## src/rtl/cmac_tx_arb_pkg.sv

```systemverilog
// Shared types and constants for the CMAC TX two-requester packet arbiter.
// Latency: n/a (package only).
// Backpressure: n/a (package only).
package cmac_tx_arb_pkg;

    localparam int DEF_DATA_W = 512;
    localparam int DEF_KEEP_W = DEF_DATA_W / 8;

    typedef enum logic [2:0] {
        ST_IDLE,
        ST_GRANT0,
        ST_GRANT1,
        ST_DRAIN0,
        ST_DRAIN1
    } arb_state_e;

    // Width needed to hold a beat index up to and including max_beats.
    function automatic int beat_cnt_w(input int max_beats);
        return $clog2(max_beats + 1);
    endfunction

endpackage

```

## src/rtl/axis_skid_buf.sv

```systemverilog
// Two-entry register slice between the arbiter and the CMAC TX port.
// Latency: 1 cycle from accepted input to out_vld_o when empty.
// Backpressure: in_rdy_o depends only on registered occupancy; output held stable while stalled.
// Ports: clk_i/rst_ni, in_vld_i/in_rdy_o/in_dat_i (upstream), out_vld_o/out_rdy_i/out_dat_o (downstream).
module axis_skid_buf #(
    parameter int W = 578
) (
    input  logic         clk_i,
    input  logic         rst_ni,
    input  logic         in_vld_i,
    output logic         in_rdy_o,
    input  logic [W-1:0] in_dat_i,
    output logic         out_vld_o,
    input  logic         out_rdy_i,
    output logic [W-1:0] out_dat_o
);

    logic [W-1:0] mem_q [2];
    logic         wr_ptr_q;
    logic         rd_ptr_q;
    logic [1:0]   cnt_q;
    logic         push;
    logic         pop;

    // Ready while a slot is free; never looks at out_rdy_i.
    assign in_rdy_o  = (cnt_q != 2'd2);
    assign out_vld_o = (cnt_q != 2'd0);
    assign out_dat_o = mem_q[rd_ptr_q];

    assign push = in_vld_i & in_rdy_o;
    assign pop  = out_vld_o & out_rdy_i;

    always_ff @(posedge clk_i or negedge rst_ni) begin
        if (!rst_ni) begin
            mem_q[0] <= '0;
            mem_q[1] <= '0;
            wr_ptr_q <= 1'b0;
            rd_ptr_q <= 1'b0;
            cnt_q    <= 2'd0;
        end else begin
            if (push) begin
                mem_q[wr_ptr_q] <= in_dat_i;
                wr_ptr_q        <= ~wr_ptr_q;
            end
            if (pop) begin
                rd_ptr_q <= ~rd_ptr_q;
            end
            case ({push, pop})
                2'b10:   cnt_q <= cnt_q + 2'd1;
                2'b01:   cnt_q <= cnt_q - 2'd1;
                default: cnt_q <= cnt_q;
            endcase
        end
    end

endmodule

```

## src/rtl/cmac_tx_axis_arb.sv

```systemverilog
// Packet-level round-robin arbiter sharing the CMAC TX AXI-Stream port between two sources.
// Latency: one arbitration bubble from IDLE, then 1 cycle source-to-m_axis through the skid stage.
// Backpressure: owner's tready follows the skid stage's registered ready; loser sees tready=0.
// Ports: aclk/aresetn, enable, s0_axis_* (packet generator), s1_axis_* (ERNIC), m_axis_* (CMAC),
//        grant (one-hot owner), pkt_cnt0/pkt_cnt1 (wrapping), trunc_cnt (saturating).
module cmac_tx_axis_arb
    import cmac_tx_arb_pkg::*;
#(
    parameter int DATA_W        = DEF_DATA_W,
    parameter int KEEP_W        = DATA_W / 8,
    parameter int CNT_W         = 16,
    parameter int MAX_PKT_BEATS = 256
) (
    input  logic              aclk,
    input  logic              aresetn,
    input  logic              enable,
    input  logic              s0_axis_tvalid,
    output logic              s0_axis_tready,
    input  logic [DATA_W-1:0] s0_axis_tdata,
    input  logic [KEEP_W-1:0] s0_axis_tkeep,
    input  logic              s0_axis_tlast,
    input  logic              s0_axis_tuser,
    input  logic              s1_axis_tvalid,
    output logic              s1_axis_tready,
    input  logic [DATA_W-1:0] s1_axis_tdata,
    input  logic [KEEP_W-1:0] s1_axis_tkeep,
    input  logic              s1_axis_tlast,
    input  logic              s1_axis_tuser,
    output logic              m_axis_tvalid,
    input  logic              m_axis_tready,
    output logic [DATA_W-1:0] m_axis_tdata,
    output logic [KEEP_W-1:0] m_axis_tkeep,
    output logic              m_axis_tlast,
    output logic              m_axis_tuser,
    output logic [1:0]        grant,
    output logic [CNT_W-1:0]  pkt_cnt0,
    output logic [CNT_W-1:0]  pkt_cnt1,
    output logic [CNT_W-1:0]  trunc_cnt
);

    localparam int              BC_W     = beat_cnt_w(MAX_PKT_BEATS);
    localparam int              PAY_W    = DATA_W + KEEP_W + 2;
    localparam logic [BC_W-1:0] LAST_IDX = BC_W'(MAX_PKT_BEATS - 1);

    arb_state_e        state_q, state_d;
    logic              last_grant_q, last_grant_d;
    logic [BC_W-1:0]   beat_cnt_q, beat_cnt_d;
    logic [CNT_W-1:0]  pkt_cnt0_q, pkt_cnt0_d;
    logic [CNT_W-1:0]  pkt_cnt1_q, pkt_cnt1_d;
    logic [CNT_W-1:0]  trunc_cnt_q, trunc_cnt_d;

    logic              own1, in_grant;
    logic              src_vld, src_rdy, src_last, src_user;
    logic [DATA_W-1:0] src_data;
    logic [KEEP_W-1:0] src_keep;
    logic              acc, push, force_trunc, out_last, out_user;
    logic              cand0, cand1, pick1, take_arb;
    arb_state_e        arb_nxt;
    logic              skid_rdy;

    assign own1     = (state_q == ST_GRANT1) || (state_q == ST_DRAIN1);
    assign in_grant = (state_q == ST_GRANT0) || (state_q == ST_GRANT1);

    assign src_vld  = own1 ? s1_axis_tvalid : s0_axis_tvalid;
    assign src_last = own1 ? s1_axis_tlast  : s0_axis_tlast;
    assign src_user = own1 ? s1_axis_tuser  : s0_axis_tuser;
    assign src_data = own1 ? s1_axis_tdata  : s0_axis_tdata;
    assign src_keep = own1 ? s1_axis_tkeep  : s0_axis_tkeep;

    // Drain states swallow the remainder of a truncated packet at full rate.
    assign s0_axis_tready = (state_q == ST_GRANT0) ? skid_rdy : (state_q == ST_DRAIN0);
    assign s1_axis_tready = (state_q == ST_GRANT1) ? skid_rdy : (state_q == ST_DRAIN1);
    assign src_rdy        = own1 ? s1_axis_tready : s0_axis_tready;

    assign acc         = src_vld & src_rdy;
    assign push        = in_grant & acc;
    assign force_trunc = in_grant & (beat_cnt_q == LAST_IDX) & ~src_last;
    assign out_last    = src_last | force_trunc;
    assign out_user    = src_user | force_trunc;

    // Round-robin pick: on a tie the requester not granted last wins.
    assign cand0   = enable & s0_axis_tvalid;
    assign cand1   = enable & s1_axis_tvalid;
    assign pick1   = cand1 & (~cand0 | ~last_grant_q);
    assign arb_nxt = !(cand0 | cand1) ? ST_IDLE : (pick1 ? ST_GRANT1 : ST_GRANT0);

    always_comb begin
        state_d      = state_q;
        last_grant_d = last_grant_q;
        beat_cnt_d   = beat_cnt_q;
        take_arb     = 1'b0;
        unique case (state_q)
            ST_IDLE: take_arb = 1'b1;
            ST_GRANT0, ST_GRANT1: begin
                if (acc) begin
                    if (src_last) begin
                        take_arb   = 1'b1;
                        beat_cnt_d = '0;
                    end else if (force_trunc) begin
                        state_d    = own1 ? ST_DRAIN1 : ST_DRAIN0;
                        beat_cnt_d = '0;
                    end else begin
                        beat_cnt_d = beat_cnt_q + 1'b1;
                    end
                end
            end
            ST_DRAIN0, ST_DRAIN1: begin
                if (acc && src_last) begin
                    take_arb = 1'b1;
                end
            end
            default: state_d = ST_IDLE;
        endcase
        if (take_arb) begin
            state_d = arb_nxt;
            if (cand0 | cand1) begin
                last_grant_d = pick1;
            end
        end
    end

    assign pkt_cnt0_d  = pkt_cnt0_q + CNT_W'(push & out_last & ~own1);
    assign pkt_cnt1_d  = pkt_cnt1_q + CNT_W'(push & out_last & own1);
    assign trunc_cnt_d = trunc_cnt_q + CNT_W'(push & force_trunc & ~(&trunc_cnt_q));

    always_ff @(posedge aclk or negedge aresetn) begin
        if (!aresetn) begin
            state_q      <= ST_IDLE;
            last_grant_q <= 1'b1;
            beat_cnt_q   <= '0;
            pkt_cnt0_q   <= '0;
            pkt_cnt1_q   <= '0;
            trunc_cnt_q  <= '0;
        end else begin
            state_q      <= state_d;
            last_grant_q <= last_grant_d;
            beat_cnt_q   <= beat_cnt_d;
            pkt_cnt0_q   <= pkt_cnt0_d;
            pkt_cnt1_q   <= pkt_cnt1_d;
            trunc_cnt_q  <= trunc_cnt_d;
        end
    end

    assign grant     = {own1, (state_q == ST_GRANT0) || (state_q == ST_DRAIN0)};
    assign pkt_cnt0  = pkt_cnt0_q;
    assign pkt_cnt1  = pkt_cnt1_q;
    assign trunc_cnt = trunc_cnt_q;

    axis_skid_buf #(
        .W(PAY_W)
    ) u_skid (
        .clk_i    (aclk),
        .rst_ni   (aresetn),
        .in_vld_i (push),
        .in_rdy_o (skid_rdy),
        .in_dat_i ({src_data, src_keep, out_last, out_user}),
        .out_vld_o(m_axis_tvalid),
        .out_rdy_i(m_axis_tready),
        .out_dat_o({m_axis_tdata, m_axis_tkeep, m_axis_tlast, m_axis_tuser})
    );

endmodule

```

## config.mk

```make
export PLATFORM = sky130hd
export DESIGN_NAME = cmac_tx_axis_arb
export DESIGN_NICKNAME = d
export VERILOG_FILES = /design/src/rtl/cmac_tx_arb_pkg.sv /design/src/rtl/axis_skid_buf.sv /design/src/rtl/cmac_tx_axis_arb.sv
export SDC_FILE = /design/constraint.sdc
export NUM_CORES = 2
export LEC_CHECK = 0
export CAP_MARGIN = 40
export CORE_AREA = 4 4 703 705
export CTS_CLUSTER_DIAMETER = 100
export DETAILED_ROUTE_END_ITERATION = 8
export DIE_AREA = 0 0 707 709
export HOLD_SLACK_MARGIN = 0.03
export SYNTH_ARGS = -nofsm -noshare
export SYNTH_HDL_FRONTEND = slang
export SYNTH_SLANG_ARGS = --single-unit
```

## constraint.sdc

```tcl
create_clock -name aclk -period 4.99 [get_ports aclk]
set_clock_uncertainty 0.2 [all_clocks]
set_input_delay 0.7485 -clock aclk [delete_from_list [all_inputs] [get_ports aclk]]
set_output_delay 0.7485 -clock aclk [all_outputs]
set_load 0.02 [all_outputs]
```

# ---- After elaboration in Yosys (flattened, before gate mapping)
# Index checks and enable logic that the tools add are counted.
dict set report word_totals {
  in_bits 1162
  regBits 1221
  mem_bits_rw 0
  rom_bits 0
  latch_bits 0
  memories 0
  output_inout_bits 631
}
dict set report op_classes {
  mul 0
  shifts 0
  magnitude_cmp 3
  n_bitwise 27
  n_eq_ne 12
  muxes 29
  div_mod_pow 0
  reduce_logical 15
  addsub 6
}
# cell n
set ops {}
lappend ops {{578-bit two-way mux} 4}
lappend ops {{1156-bit bitwise mux} 1}
lappend ops {{578-bit demux with 1-bit select} 1}
lappend ops {{512-bit two-way mux} 1}
lappend ops {{64-bit two-way mux} 1}
lappend ops {{16-bit adder} 2}
lappend ops {{1-bit NOT with 16-bit output} 2}
lappend ops {{9-bit two-way mux} 2}
lappend ops {{16-bit by 1-bit adder with 16-bit output} 1}
lappend ops {{1-bit by 16-bit AND with 16-bit output} 1}
lappend ops {{16-bit AND} 1}
lappend ops {{16-bit AND reduction} 1}
lappend ops {{3-bit two-way mux} 5}
lappend ops {{1-bit AND} 12}
lappend ops {{9-bit by 1-bit adder with 9-bit output, second input constant} 1}
lappend ops {{9-bit by 8-bit equality test with 1-bit output, second input constant} 1}
lappend ops {{1-bit two-way mux} 9}
lappend ops {{3-bit != test, second input constant} 3}
lappend ops {{3-bit by 2-bit equality test with 1-bit output, second input constant} 2}
lappend ops {{3-bit one-hot mux with 2 select lines} 1}
lappend ops {{1-bit NOT} 5}
lappend ops {{2-bit >= comparator, second input constant} 2}
lappend ops {{2-bit two-way mux} 2}
lappend ops {{1-bit NOT with 2-bit output} 2}
lappend ops {{other kinds (20)} 29}

# ---- Depth between registers and ports, before layout
dict set report logic_depth {
  word_depth 10
  ltp_mapped 16
  depth_no_buf 16
}

# ---- Modules after synthesis
# A second synthesis with hierarchy kept.
dict set report unflattened {
  cells_unflattened 5248
  area_unflattened_um2 64743.3
}
# module cells_each n_inst area_per_inst_um2
set by_module_without_submodules {}
lappend by_module_without_submodules {axis_skid_buf 3099 1 54561.1}
lappend by_module_without_submodules {cmac_tx_axis_arb 2149 1 10182.3}

# ---- Worst setup path before layout
# OpenSTA, ideal clock, no wires.
dict set report synth_path {
  kind {flip-flop to flip-flop}
  start {register beat_cnt_q[0]}
  end {register pkt_cnt1_q[14] (netlist: pkt_cnt1[14])}
  arrival_ns 2.811
  stages_incl_launch_ff 17
  t_required_ns 4.661
  setup_slack_ns 1.849
  synth_period_minus_slack_ns 3.141
  setup_time_ns 0.129
  path_cell_list {dfrtp_1 > ha_1 > nand3_1 > nor2_1 > and3_1 > ha_1 > inv_1 > nor2_1 > a221oi_4 > nor3_1 > ha_1 > ha_1 > and4_1 > nor2b_1 > and4_1 > nand3_1 > xnor2_1}
}
dict set report synth_via {
  elab_chain_cells 7
}
# element line_no
set synth_rtl {}
lappend synth_rtl {{start: declaration} cmac_tx_axis_arb.sv:47} ;# logic [BC_W-1:0] beat_cnt_q, beat_cnt_d;
lappend synth_rtl {{start signal: assignment} cmac_tx_axis_arb.sv:137} ;# beat_cnt_q <= beat_cnt_d;
lappend synth_rtl {{9-bit by 8-bit equality test with 1-bit output} cmac_tx_axis_arb.sv:77} ;# assign force_trunc = in_grant & (beat_cnt_q == LAST_IDX) & ~src_last;
lappend synth_rtl {{1-bit AND (2 in a row)} cmac_tx_axis_arb.sv:77}
lappend synth_rtl {{1-bit bitwise OR} cmac_tx_axis_arb.sv:78} ;# assign out_last = src_last | force_trunc;
lappend synth_rtl {{1-bit AND (2 in a row)} cmac_tx_axis_arb.sv:123} ;# assign pkt_cnt1_d = pkt_cnt1_q + CNT_W'(push & out_last & own1);
lappend synth_rtl {{16-bit by 1-bit adder with 16-bit output} cmac_tx_axis_arb.sv:123}
lappend synth_rtl {{named net pkt_cnt1_d[14]} cmac_tx_axis_arb.sv:49} ;# logic [CNT_W-1:0] pkt_cnt1_q, pkt_cnt1_d;
lappend synth_rtl {{end signal: assignment} cmac_tx_axis_arb.sv:139} ;# pkt_cnt1_q <= pkt_cnt1_d;
lappend synth_rtl {{end: declaration} cmac_tx_axis_arb.sv:49}
# The timed path passes the listed nets, and every way through them passes these cells.
# A chain may end at the register's enable or synchronous reset.

# ---- Worst setup path in the final report
dict set report layout_path {
  start {register u_skid.rd_ptr_q}
  end {output m_axis_tkeep[41]}
}
dict set report layout_via {
  elab_chain_cells 4
}
# element line_no
set layout_rtl {}
lappend layout_rtl {{start: declaration} axis_skid_buf.sv:20} ;# logic rd_ptr_q;
lappend layout_rtl {{start signal: assignment} axis_skid_buf.sv:46} ;# rd_ptr_q <= ~rd_ptr_q;
lappend layout_rtl {{1-bit NOT with 2-bit output (implied by the code)} axis_skid_buf.sv:28} ;# assign out_dat_o = mem_q[rd_ptr_q];
lappend layout_rtl {{578-bit two-way mux (implied by the code) (3 in a row)} axis_skid_buf.sv:28}
lappend layout_rtl {{end: declaration} cmac_tx_axis_arb.sv:32} ;# output logic [KEEP_W-1:0] m_axis_tkeep,
# Every way passes these cells. The select of a mux whose other input is x is not followed.

==> flow_summary.json <==
{
  "ctsResizeCount": 0,
  "numPortBuffers": 1792,
  "met3WireLength_mm": 62.53,
  "vdd_ir_drop_max_mv": 0.4055,
  "drt_iter0_markers": 4480,
  "drtPass1Iterations": 9,
  "tns_ps": 0,
  "total_power_mw": 63.53,
  "cts_sinks": 1221,
  "grt_pass1_vias": 47896,
  "clock_path_buffers": 4,
  "syn-cell-area_sq_um": 56620,
  "holdBufCountCts": 1,
  "postSynthAreaPerCell_sq_um": 10.67,
  "initial_core_util": 0.1159,
  "drv_slew": 0,
  "p_leak_nw": 35.43,
  "syn2layout_area_growth_pct": 56.02,
  "place_ws_ps": 960.1,
  "pwr-share-comb": 0.543,
  "ys_async_sr_fraction": 1.000,
  "grt_pass1_wl_mm": 507.2,
  "hold_ws_ps": 283.3,
  "wl_per_cell_um": 29.43,
  "wirelength_mm": 407.4,
  "finalHoldViolCount": 0,
  "worstPathRequired_ps": 4040,
  "ys_ff_latch": 1221,
  "cts_tree": "done",
  "cts_root_buffer": "clkbuf_16",
  "vias": 49888,
  "fin_cells": 13842,
  "met1_length_mm": 144.7,
  "routed_via_density": 3.604,
  "synth_ff_type": "dfrtp_1",
  "ant_nets": 0,
  "crit_start": "u_skid.rd_ptr_q$_DFFE_PN0P_",
  "power_density_nw_per_um2": 719.1,
  "setup_viol": 0,
  "fmax_mhz": 230.9,
  "ys_seq_area_frac": 0.5396,
  "finalWorstSetupSlack_ps": 659.0,
  "overflow": 0,
  "drive_gt1_frac": 0.1403,
  "p_int_mw": 36.87,
  "nNetsFinal": 8212,
  "dieHeight_um": 709,
  "r2r_start": "state_q[0]$_DFFE_PN0P_",
  "status": "finished, final reports clean",
  "switching_power_mw": 26.66,
  "dp.cells": 13354,
  "synth.distinct_cells": 50,
  "numCtsBuffers": 157,
  "pwr-share-seq": 0.271,
  "hold_start": "pkt_cnt0[15]$_DFF_PN0_",
  "slew_headroom": 0.2500,
  "cp_max_fo": 111,
  "rows": 257,
  "syn-num-nets": 6481,
  "switching_share": 0.4196,
  "grt_max_degree": 137,
  "maxCapViolCount": 0,
  "antenna_found_initial": 449,
  "synth_edf_count": 0,
  "crit_path_end_kind": "primary output",
  "period_share": 0.8679,
  "synth_cells": 5309,
  "hpwl_mm": 347.3,
  "startpoint_type": "flop",
  "routed.top_layer": "met5",
  "rsz0062_at_grt": "false",
  "die_area_sq_um": 501300,
  "coreArea_sq_um": 488400,
  "fp.dieW_um": 707,
  "clock_latency_ps": 810,
  "ios": 1793,
  "synth-warning-count": 0,
  "grt_usage": 0.1552,
  "hp-class": "reg2reg",
  "worst_pin_slew_ps": 1125,
  "critPathKind": "reg2out",
  "pwr-share-clk": 0.186,
  "wl_met2_mm": 183.3,
  "drc_errors": 0,
  "cts-htree-levels": 4,
  "post_cts_buffers": 0,
  "routabilityCongestion": 1.178,
  "clk_pin_slew_ps": 60,
  "fin_crit_ps": 4331,
  "critPathArrivalTime_ps": 3380
}
metal layers:
| layer | up-vias | global-route usage |
|---|---|---|
| met1 | 24133 | 0.1634 |
| met3 | 939 | 0.1070 |
| li1 | 22103 | - |
| met2 | 2467 | 0.2433 |
| met5 | - | 0 |
| met4 | 246 | 0.05649 |
cell type report:
class	instances	area [sq um]
diodes	210	525.5
clock buffers	226	4589
clock inverters	50	675.6
fillers	53951	400100
inverters	9	33.78
multi-input cells	3689	23910
flip-flops and latches	1221	30560
well taps	6475	8102
repair buffers	1962	19950
sequential cells by signal, indices dropped and copies added, names as in the netlist:
name             flops
u_skid.mem_q      1156
trunc_cnt           16
u_skid.wr_ptr_q      1
u_skid.cnt_q         2
u_skid.rd_ptr_q      1
pkt_cnt1            16
state_q              3
pkt_cnt0            16
beat_cnt_q           9
last_grant_q         1
power groups by stage:
stage / Sequential (mW) / Clock, mW / Combinational (mW)
floorplan: 16.5 / 0 / 19.7
global placement: 17.1 / 0 / 34.4
detailed placement: 17.3 / 0 / 34.7
CTS: 17.2 / 12.2 / 34.9
global route: 17.7 / 12.5 / 36.8
finish: 17.2 / 11.8 / 34.5
cells in the mapped netlist (all sizes together) (2+ instances only):
cell type | instances | area (sq um)
dfrtp | 1220 | 30530
nor2 | 1174 | 4407
a21oi | 1162 | 5819
mux2 | 579 | 6520
mux2i | 576 | 5766
buf | 321 | 1888
clkbuf | 69 | 259.0
xnor2 | 36 | 315.3
nand2 | 34 | 127.6
nand3 | 18 | 90.09
and3 | 10 | 62.56
ha | 10 | 125.1
nand4 | 10 | 62.56
xor2 | 10 | 87.58
inv | 9 | 33.78
nor3 | 9 | 45.04
o21ai | 9 | 45.04
nand2b | 8 | 50.05
o22ai | 5 | 31.28
and4 | 4 | 35.03
nor2b | 4 | 25.02
a211oi | 3 | 22.52
a21boi | 3 | 26.28
a21o | 3 | 22.52
a22o | 3 | 26.28
a221o | 2 | 20.02
nand4b | 2 | 17.52
or2 | 2 | 12.51
path summary, 6_finish.rpt:
| kind | endpoint | slack [ps] | cells past startpoint |
|---|---|---|---|
| min in group asynchronous | u_skid.mem_q[678]$_DFFE_PN0P_ | 330 | 2 |
| setup / recovery | m_axis_tkeep[41] | 660 | 3 |
| hold reg to reg | pkt_cnt0[15]$_DFF_PN0_ | 280 | 1 |
| setup reg to reg | pkt_cnt1[15]$_DFF_PN0_ | 1130 | 11 |
| max in group asynchronous | u_skid.mem_q[741]$_DFFE_PN0P_ | 2730 | 3 |
| hold / removal | pkt_cnt0[15]$_DFF_PN0_ | 280 | 1 |
worst max-delay path, cell delays in order (launching register included):
cell and delay (ps):
dfrtp_4 670, buf_12 510, mux2_2 510, clkdlybuf4s50_1 600
cells in the final DEF (no fill, tap or decap), drive strengths merged, types with 10 or more instances in the layout:
| master | n |
|---|---|
| and3 | 10 |
| xnor2 | 36 |
| ha | 10 |
| clkbuf | 226 |
| nand3 | 18 |
| xor2 | 10 |
| nand2 | 34 |
| a21oi | 1162 |
| clkinv | 20 |
| bufinv | 11 |
| buf | 171 |
| mux2i | 576 |
| clkdlybuf4s50 | 1790 |
| nor2 | 1174 |
| nand4 | 10 |
| mux2 | 579 |
| dfrtp | 1220 |
| diode | 210 |
| inv | 26 |
through the flow:
stage | utilization | area, sq um
final | 0.1809 | 88340
after global routing | 0.1802 | 88030
after CTS | 0.1798 | 87800
after detailed placement | 0.1690 | 82530
after global placement | 0.1687 | 82400
after floorplan | - | 56620
cells by family (layout without fill, tap and decap cells):
family	after synthesis	after routing	share of synthesized area
buffers and inverters	399	2247	0.03852
other	0	210	0
multiplexers	1155	1155	0.2170
adder cells (fa/ha/maj)	10	10	0.002210
AND/OR/NAND/NOR	1277	1277	0.08742
XOR/XNOR	46	46	0.007115
flip-flops	1221	1221	0.5396
AO/OA/AOI/OAI	1201	1201	0.1081
Note: power is estimated with default switching activity, not from simulation.
